==> src/rtl/alu_unit.sv <==
// -----------------------------------------------------------------------------
// alu_unit
//
// RV32I integer/branch/jump execution unit that sits behind the reservation
// station dispatch port. One ready instruction per cycle is evaluated
// combinationally. The result is written into a small result FIFO on the
// same clock edge. The FIFO head is presented on the ALU broadcast port until
// the common-data-bus arbiter grants it.
//
// Ports
//   clk_in                  system clock, all state on rising edge
//   rst_in                  asynchronous active-low reset
//   rdy_in                  global ready; low freezes all state
//   rob_clear_up            mispredict flush, empties the FIFO
//   start_alu               dispatch valid from the reservation station
//   vi / vj                 rs1 / rs2 operand values
//   imm                     sign-extended immediate
//   inst_addr               instruction PC
//   op / op_type            funct3 / opcode
//   op_addition             inst[30], SUB/SRA select
//   alu_rob_entry           destination ROB tag
//   alu_full                FIFO full; dispatch must not be attempted
//   cdb_grant               arbiter grants the broadcast this cycle
//   alu_ready               FIFO head valid
//   finished_alu_rob_entry  head ROB tag
//   alu_result              head result value
//   next_pc                 head resolved next PC
// -----------------------------------------------------------------------------
module alu_unit #(
  parameter int ROB_BIT    = 4,
  parameter int FIFO_DEPTH = 4
) (
  input  logic               clk_in,
  input  logic               rst_in,
  input  logic               rdy_in,
  input  logic               rob_clear_up,
  input  logic               start_alu,
  input  logic [31:0]        vi,
  input  logic [31:0]        vj,
  input  logic [31:0]        imm,
  input  logic [31:0]        inst_addr,
  input  logic [2:0]         op,
  input  logic [6:0]         op_type,
  input  logic               op_addition,
  input  logic [ROB_BIT-1:0] alu_rob_entry,
  output logic               alu_full,
  input  logic               cdb_grant,
  output logic               alu_ready,
  output logic [ROB_BIT-1:0] finished_alu_rob_entry,
  output logic [31:0]        alu_result,
  output logic [31:0]        next_pc
);

  localparam int PTR_W = (FIFO_DEPTH > 1) ? $clog2(FIFO_DEPTH) : 1;
  localparam int CNT_W = $clog2(FIFO_DEPTH + 1);

  localparam logic [6:0] OPC_R      = 7'b0110011;
  localparam logic [6:0] OPC_I      = 7'b0010011;
  localparam logic [6:0] OPC_LUI    = 7'b0110111;
  localparam logic [6:0] OPC_AUIPC  = 7'b0010111;
  localparam logic [6:0] OPC_JAL    = 7'b1101111;
  localparam logic [6:0] OPC_JALR   = 7'b1100111;
  localparam logic [6:0] OPC_BRANCH = 7'b1100011;

  // ---------------------------------------------------------------------------
  // Arithmetic helpers
  // ---------------------------------------------------------------------------

  // Integer operation selected by funct3. alt selects SUB for funct3=000 and
  // SRA for funct3=101; the caller decides whether alt is meaningful.
  function automatic logic [31:0] int_op(input logic [2:0]  f3,
                                         input logic [31:0] a,
                                         input logic [31:0] b,
                                         input logic        alt);
    logic signed [31:0] sa;
    logic signed [31:0] sb;
    logic        [4:0]  shamt;
    logic        [31:0] r;
    sa    = a;
    sb    = b;
    shamt = b[4:0];
    r     = '0;
    case (f3)
      3'b000:  r = alt ? (a - b) : (a + b);
      3'b001:  r = a << shamt;
      3'b010:  r = (sa < sb) ? 32'd1 : 32'd0;
      3'b011:  r = (a < b) ? 32'd1 : 32'd0;
      3'b100:  r = a ^ b;
      3'b101:  r = alt ? 32'(sa >>> shamt) : (a >> shamt);
      3'b110:  r = a | b;
      default: r = a & b;
    endcase
    return r;
  endfunction

  // Branch condition evaluation; unused funct3 encodings are never taken.
  function automatic logic branch_taken(input logic [2:0]  f3,
                                        input logic [31:0] a,
                                        input logic [31:0] b);
    logic signed [31:0] sa;
    logic signed [31:0] sb;
    logic               t;
    sa = a;
    sb = b;
    case (f3)
      3'b000:  t = (a == b);
      3'b001:  t = (a != b);
      3'b100:  t = (sa < sb);
      3'b101:  t = (sa >= sb);
      3'b110:  t = (a < b);
      3'b111:  t = (a >= b);
      default: t = 1'b0;
    endcase
    return t;
  endfunction

  // ---------------------------------------------------------------------------
  // Combinational execute
  // ---------------------------------------------------------------------------
  logic [31:0] exe_result;
  logic [31:0] exe_next_pc;
  logic [31:0] pc_plus4;
  logic [31:0] pc_plus_imm;
  logic [31:0] jalr_target;

  assign pc_plus4    = inst_addr + 32'd4;
  assign pc_plus_imm = inst_addr + imm;
  // JALR clears bit 0 of the computed target.
  assign jalr_target = (vi + imm) & 32'hFFFF_FFFE;

  always_comb begin
    exe_result  = '0;
    exe_next_pc = pc_plus4;
    case (op_type)
      OPC_R: begin
        exe_result = int_op(op, vi, vj, op_addition);
      end
      OPC_I: begin
        // Only the right shift honours inst[30]; ADDI never subtracts.
        exe_result = int_op(op, vi, imm, op_addition && (op == 3'b101));
      end
      OPC_LUI: begin
        exe_result = imm;
      end
      OPC_AUIPC: begin
        exe_result = pc_plus_imm;
      end
      OPC_JAL: begin
        exe_result  = pc_plus4;
        exe_next_pc = pc_plus_imm;
      end
      OPC_JALR: begin
        exe_result  = pc_plus4;
        exe_next_pc = jalr_target;
      end
      OPC_BRANCH: begin
        if (branch_taken(op, vi, vj)) begin
          exe_result  = 32'd1;
          exe_next_pc = pc_plus_imm;
        end else begin
          exe_result  = 32'd0;
          exe_next_pc = pc_plus4;
        end
      end
      default: begin
        exe_result  = '0;
        exe_next_pc = pc_plus4;
      end
    endcase
  end

  // ---------------------------------------------------------------------------
  // Result FIFO
  // ---------------------------------------------------------------------------
  logic [ROB_BIT-1:0] tag_mem [FIFO_DEPTH];
  logic [31:0]        res_mem [FIFO_DEPTH];
  logic [31:0]        npc_mem [FIFO_DEPTH];

  logic [PTR_W-1:0]   head_q, head_d;
  logic [PTR_W-1:0]   tail_q, tail_d;
  logic [CNT_W-1:0]   count_q, count_d;

  // Copy of the most recently presented head, shown while the FIFO is empty.
  logic [ROB_BIT-1:0] last_tag_q, last_tag_d;
  logic [31:0]        last_res_q, last_res_d;
  logic [31:0]        last_npc_q, last_npc_d;

  logic               not_empty;
  logic               push;
  logic               pop;

  assign not_empty = (count_q != '0);
  // Full is decoded from the registered count only, so it has no path from
  // cdb_grant.
  assign alu_full  = (count_q == CNT_W'(FIFO_DEPTH));
  assign push      = start_alu && !alu_full;
  assign pop       = not_empty && cdb_grant;

  always_comb begin
    head_d     = head_q;
    tail_d     = tail_q;
    count_d    = count_q;
    last_tag_d = last_tag_q;
    last_res_d = last_res_q;
    last_npc_d = last_npc_q;
    if (rdy_in) begin
      if (not_empty) begin
        last_tag_d = tag_mem[head_q];
        last_res_d = res_mem[head_q];
        last_npc_d = npc_mem[head_q];
      end
      if (rob_clear_up) begin
        // Flush drops every queued entry and any concurrent dispatch.
        head_d  = '0;
        tail_d  = '0;
        count_d = '0;
      end else begin
        if (push) begin
          tail_d = tail_q + PTR_W'(1);
        end
        if (pop) begin
          head_d = head_q + PTR_W'(1);
        end
        case ({push, pop})
          2'b10:   count_d = count_q + CNT_W'(1);
          2'b01:   count_d = count_q - CNT_W'(1);
          default: count_d = count_q;
        endcase
      end
    end
  end

  always_ff @(posedge clk_in or negedge rst_in) begin
    if (!rst_in) begin
      head_q     <= '0;
      tail_q     <= '0;
      count_q    <= '0;
      last_tag_q <= '0;
      last_res_q <= '0;
      last_npc_q <= '0;
    end else begin
      head_q     <= head_d;
      tail_q     <= tail_d;
      count_q    <= count_d;
      last_tag_q <= last_tag_d;
      last_res_q <= last_res_d;
      last_npc_q <= last_npc_d;
    end
  end

  // Storage carries no reset: an entry is only observed once count says it
  // was written.
  always_ff @(posedge clk_in) begin
    if (rdy_in && !rob_clear_up && push) begin
      tag_mem[tail_q] <= alu_rob_entry;
      res_mem[tail_q] <= exe_result;
      npc_mem[tail_q] <= exe_next_pc;
    end
  end

  // ---------------------------------------------------------------------------
  // Broadcast port
  // ---------------------------------------------------------------------------
  assign alu_ready              = not_empty;
  assign finished_alu_rob_entry = not_empty ? tag_mem[head_q] : last_tag_q;
  assign alu_result             = not_empty ? res_mem[head_q] : last_res_q;
  assign next_pc                = not_empty ? npc_mem[head_q] : last_npc_q;

endmodule

==> config.mk <==
export PLATFORM = sky130hd
export DESIGN_NAME = alu_unit
export DESIGN_NICKNAME = d
export VERILOG_FILES = /design/src/rtl/alu_unit.sv
export SDC_FILE = /design/constraint.sdc
export NUM_CORES = 2
export LEC_CHECK = 0
export ABC_AREA = 0
export CELL_PAD_IN_SITES_DETAIL_PLACEMENT = 0
export CELL_PAD_IN_SITES_GLOBAL_PLACEMENT = 1
export CORE_AREA = 3 3 338 240
export CTS_CLUSTER_SIZE = 8
export DETAILED_ROUTE_END_ITERATION = 8
export DIE_AREA = 0 0 341 243
export PLACE_DENSITY_LB_ADDON = 0.08
export SLEW_MARGIN = 15
export SYNTH_ARGS = -nofsm -noshare
export SYNTH_HDL_FRONTEND = slang
export SYNTH_SLANG_ARGS = --single-unit
==> constraint.sdc <==
create_clock -name clk_in -period 2.89 [get_ports clk_in]
set_input_delay 0.867 -clock clk_in [delete_from_list [all_inputs] [get_ports clk_in]]
set_output_delay 0.867 -clock clk_in [all_outputs]
set_load 0.01 [all_outputs]
-- After elaboration in Yosys (flattened, before gate mapping)
Memories as Yosys holds them, arrays and structs flattened.
Cells that the tools add are included.
- memory bits (writable): 272
- register bits after elaboration: 75
- output and inout port bits: 70
- memories: 3
- input bits: 149
- bitwise gates (word level): 6
- reductions and logical operators: 16
- $lt $le $gt $ge: 6
- multiplexer cells: 27
- equality and inequality tests: 19
- add/sub/neg operators: 10
- shift-type cells: 6
- memories (name ; depth ; bits a word ; rd ports ; clocked after memory_dff ; write ports ; line ; RTL):
    npc_mem ; 4 ; 32 ; 1 ; 0 ; 1 ; 177 ; logic [31:0] npc_mem [FIFO_DEPTH];
    res_mem ; 4 ; 32 ; 1 ; 0 ; 1 ; 176 ; logic [31:0] res_mem [FIFO_DEPTH];
    tag_mem ; 4 ; 4 ; 1 ; 0 ; 1 ; 175 ; logic [ROB_BIT-1:0] tag_mem [FIFO_DEPTH];
- operators with widths (kind ; count):
    32-bit case mux with 7 select lines ; 2
    32-bit two-way mux ; 7
    32-bit case mux with 6 select lines ; 1
    32-bit less-than comparator ; 4
    32-bit adder ; 3
    32-bit case mux with 3 select lines ; 1
    32-bit bitwise AND ; 2
    32-bit greater-or-equal comparator ; 2
    32-bit OR ; 2
    32-bit by 5-bit left shift with 32-bit output ; 2
    32-bit by 5-bit right shift with 32-bit output ; 2
    32-bit by 5-bit >>> shifter with 32-bit output ; 2
    32-bit subtractor ; 2
    32-bit bitwise XOR ; 2
    32-bit by 3-bit adder with 32-bit output, second input constant ; 1
    32-bit == test ; 1
    32-bit != test ; 1
    7-bit == test, second input constant ; 3
    3-bit == test, second input constant ; 5
    7-bit by 5-bit == test with 1-bit output, second input constant ; 2
    7-bit by 6-bit == test with 1-bit output, second input constant ; 2
    1-bit two-way mux ; 8
    2-bit two-way mux ; 4
    3-bit by 2-bit == test with 1-bit output, second input constant ; 2
    other kinds (17) ; 27

-- Depth between registers and ports, before layout
- word-level depth: 6
- mapped depth: 17
- gate-level depth less buffers: 12

-- Worst setup path after synthesis
No wires, ideal clock.
- path kind: input port to flip-flop
- from: in vj[2]
- to: mem npc_mem[0][24] (data pin)
- setup slack: -2161 ps
- arrival: 4779 ps
- buffers on the path: 6
- library setup time: 272 ps
- required time: 2618 ps
- cell stages on the path: 17
- cell sequence: clkbuf_1 > inv_1 > buf_1 > buf_1 > clkbuf_1 > ha_1 > buf_6 > nor3_2 > o31a_1 > o311a_1 > nor4_4 > o32ai_2 > a211oi_4 > or3_4 > nand2_4 > buf_6 > a221o_1
- word-level cells in the longest chain between the ends: 5
- elaborated cells between the ends (all ways): 10
- classes of those cells: order compare (4); eq/ne (2); mux (4)
- ends and longest elaborated chain (element ; line ; RTL):
    start, declared ; 39 ; input logic [31:0] vj,
    32-bit greater-or-equal comparator (tied with other cells) ; 111 ; 3'b111: t = (a >= b);
    1-bit case mux with 6 select lines * ; 105 ; case (f3)
    1-bit two-way mux * ; 134 ; case (op_type)
    32-bit two-way mux * ; 157 ; if (branch_taken(op, vi, vj)) begin
    32-bit case mux with 3 select lines * ; 134 ;
    named net exe_next_pc[24] ; 121 ; logic [31:0] exe_next_pc;
    end, declared ; 177 ;
Mark *: on every way through the listed nets, which the timed path passes. The rest lies on a longest branch. The select of a mux whose other input is x is not followed.

-- Final worst setup path
- from: in vj[0]
- to: mem npc_mem[3][6] (data pin)
Same word-level chain as after synthesis.

==> qor.csv <==
metric;value;unit
post-synthesis sequential area ratio;0.293;
hpwl dp;154;mm
max incr delay on CP;0.54;ns
ys async rst share;0.216;
Int Pwr;16.8;mW
Clk Latency, worst-skew pair;0.58;ns
Clock Tree Buf Depth;3;
vias in the first global route;39900;
Crit-path slowest cell;a211oi_4;
Data arrival, critical path;4.08;ns
Reg power frac;0.241;
total power;27.0;mW
pre-CTS setup slack;-2.23;ns
RSZ-0062 raised after global routing;true;
DRT iter0 DRCs;5911;
Post-Synthesis Cell Area;34200;um^2
fin util;0.667;
Crit Path Max Fanout;4;
CP Cell Sequence;buf_4 > ha_4 > fa_2 > nor3_4 > o31a_1 > o311a_4 > nor4_4 > buf_4 > or2_4 > a211oi_4 > buf_6 > o31a_1 > buf_6 > nor2b_1 > a221o_1;
GRT overflow;0;
layout cells sized above 1;0.459;
clock skew;0.0220;ns
Post-DP Area;47700;um^2
CP required;3.18;ns
drt wl/cell;32.9;um
Setup WS post-layout;-0.897;ns
fmax;0.264;GHz
Syn Area/Cell;9.58;um^2
combinational power share;0.559;
vias per inst;6.71;
Hold Crit Class;input port to asynchronous set/reset pin;
Worst-Margin Slew;0.955;ns
Root Buffer;clkbuf_16;
CP Class;input port to flop;
Switching Share;0.377;
Max Slew Vio Count;0;
# nets final;5360;
Reg2Reg Depth;11;
synth unique cells;96;
Max-Cap Viols;0;
Yosys warnings;0;
maximum VDD drop;878;uV
Pleak;22.1;nW
vias;40800;
antenna violations before repair;20;
Worst Setup Start Kind;input port;
clock power share;0.201;
CTS tree;done;
I/O pin count;219;
GPL Wtd Cong;1.11;
Area Overhead vs Synth;52.4;%
post-cts hold buffer count;0;
syn nets;3958;
Starting Density;0.438;
H-tree depth;2;
most frequent cells in the layout;buf_4 (1325), nor2_1 (284), edfxtp_1 (272);
Fin. Hold Viols;0;
DRC Markers;0;
port bufs;218;
final wirelength;200;mm
Final ANT Viol Nets;0;
largest net degree at the start of global routing;76;
Setup TNS;-249.18;ns
top_reg_cell synth;edfxtp_1;
clk slew on worst S/H paths;0.05;ns
status;finished, violations left;
fin area;52200;um^2
P_sw;10.2;mW
DRT Pass-1 Iters;7;
global-route wire length before repair;279;mm
number of synthesized register bits;347;
Rel. slew slack;0.359;
Die Y;243;um
failing checks;negative setup slack;
Final setup viols;326;
Tcrit/Tclk final;1.31;
Post-synth EDFFs;272;
Syn Inst Count;3571;
CP Capture Type;flop;
Die X-Extent;341;um
Power Dens Cells;518;nW/um^2
GR Util All Layers;0.458;
Tmin final;3.79;ns
total die area;82900;um^2
CORE AREA;78200;um^2
Std-Cell Rows;86;
most common cell after layout, fill and taps aside;buf_4;
# clock sinks;347;
cts bufs inserted;49;
cell families (layout without fill, tap and decap cells):
| group | count (synthesis) | count (layout) | synth area share |
|---|---|---|---|
| buffers and inverters | 473 | 1913 | 0.0549 |
| adders and majority gates | 238 | 238 | 0.0883 |
| AOI/OAI and AO/OA | 1082 | 1082 | 0.213 |
| xor gates and xnor gates | 116 | 116 | 0.0297 |
| other | 0 | 5 | 0 |
| DFF | 347 | 347 | 0.293 |
| and+or+nand+nor | 880 | 882 | 0.121 |
| muxes | 435 | 435 | 0.199 |
worst paths after layout:
check	from	slack (ns)	end
worst max-delay path	vj[0]	-0.90	npc_mem[3][6]$_DFFE_PP_
worst min-delay path	rst_in	0.28	last_npc_q[2]$_DFFE_PN0P_
worst max register to register	count_q[0]$_DFFE_PN0P_	0.22	count_q[2]$_DFFE_PN0P_
worst min register to register	last_tag_q[1]$_DFFE_PN0P_	0.50	last_tag_q[1]$_DFFE_PN0P_
max in group asynchronous	rst_in	1.85	head_q[0]$_DFFE_PN0P_
min in group clk_in	last_tag_q[1]$_DFFE_PN0P_	0.50	last_tag_q[1]$_DFFE_PN0P_
per-stage QoR:
step / instances / hold WS (ns)
after floorplan: 3571 / 0.477
final: 6074 / 0.276
after global routing: 6071 / 0.324
after global placement: 5912 / 0.485
after detailed placement: 5912 / 0.494
after CTS: 6036 / 0.290
state kept, by name, indices dropped and copies added (netlist names):
| name | flops |
|---|---|
| count_q | 3 |
| last_npc_q | 32 |
| tail_q | 2 |
| tag_mem | 16 |
| res_mem | 128 |
| last_res_q | 32 |
| head_q | 2 |
| last_tag_q | 4 |
| npc_mem | 128 |
critical path, delay by kind of cell:
kind / cells / cell delay (ns)
fa+ha+maj: 2 / 0.54
buf+inv: 4 / 0.64
simple gates: 4 / 0.50
compound gates: 5 / 1.52
metal layers:
metal / share of wire / routed length [um] / track usage
met1: 0.37 / 74700 / 0.604
met5: 0.0012 / 244 / 0.00637
met2: 0.41 / 81100 / 0.655
met3: 0.16 / 31000 / 0.190
met4: 0.063 / 12600 / 0.208
power by group through the flow:
stage,clock (mW),combinational (mW),sequential (mW)
detailed placement,0,13.7,6.55
CTS,5.43,14.3,6.49
global placement,0,13.4,6.45
finish,5.41,15.1,6.50
global route,5.66,15.6,6.55
floorplan,0,6.83,6.36
repair_timing:
item	4_1_cts	5_1_grt
endpoints found under the hold margin	0	0
pin swaps	86	98
gates cloned	3	2
setup endpoints to repair	326	326
gates resized for setup	364	388
buffers inserted	34	34
synthesized netlist by cell type, types with 42 or more instances:
master	number	area share
a211oi_1	58	0.013
a21o_1	70	0.015
a21oi_1	286	0.042
clkbuf_1	215	0.024
dfrtp_1	75	0.055
edfxtp_1	272	0.24
ha_1	232	0.085
inv_1	166	0.018
mux2_2	174	0.057
mux2i_1	81	0.024
mux4_2	180	0.12
nand2_1	221	0.024
nand3_1	78	0.011
nor2_1	298	0.033
nor3_1	76	0.011
o211ai_1	68	0.015
o21ai_0	205	0.030
o221ai_1	48	0.012
xnor2_1	74	0.019
xor2_1	42	0.011
cell type report:
cell class,instances,area (um^2)
antenna,5,12.5
clock buffer,87,1380
clock inverter,4,46.3
fill,6082,26100
inverter,170,693
multi-input combinational,2753,24900
sequential,347,10000
tap,1056,1320
timing repair buffer,1652,13800
Note: power is estimated with default switching activity, not from simulation.
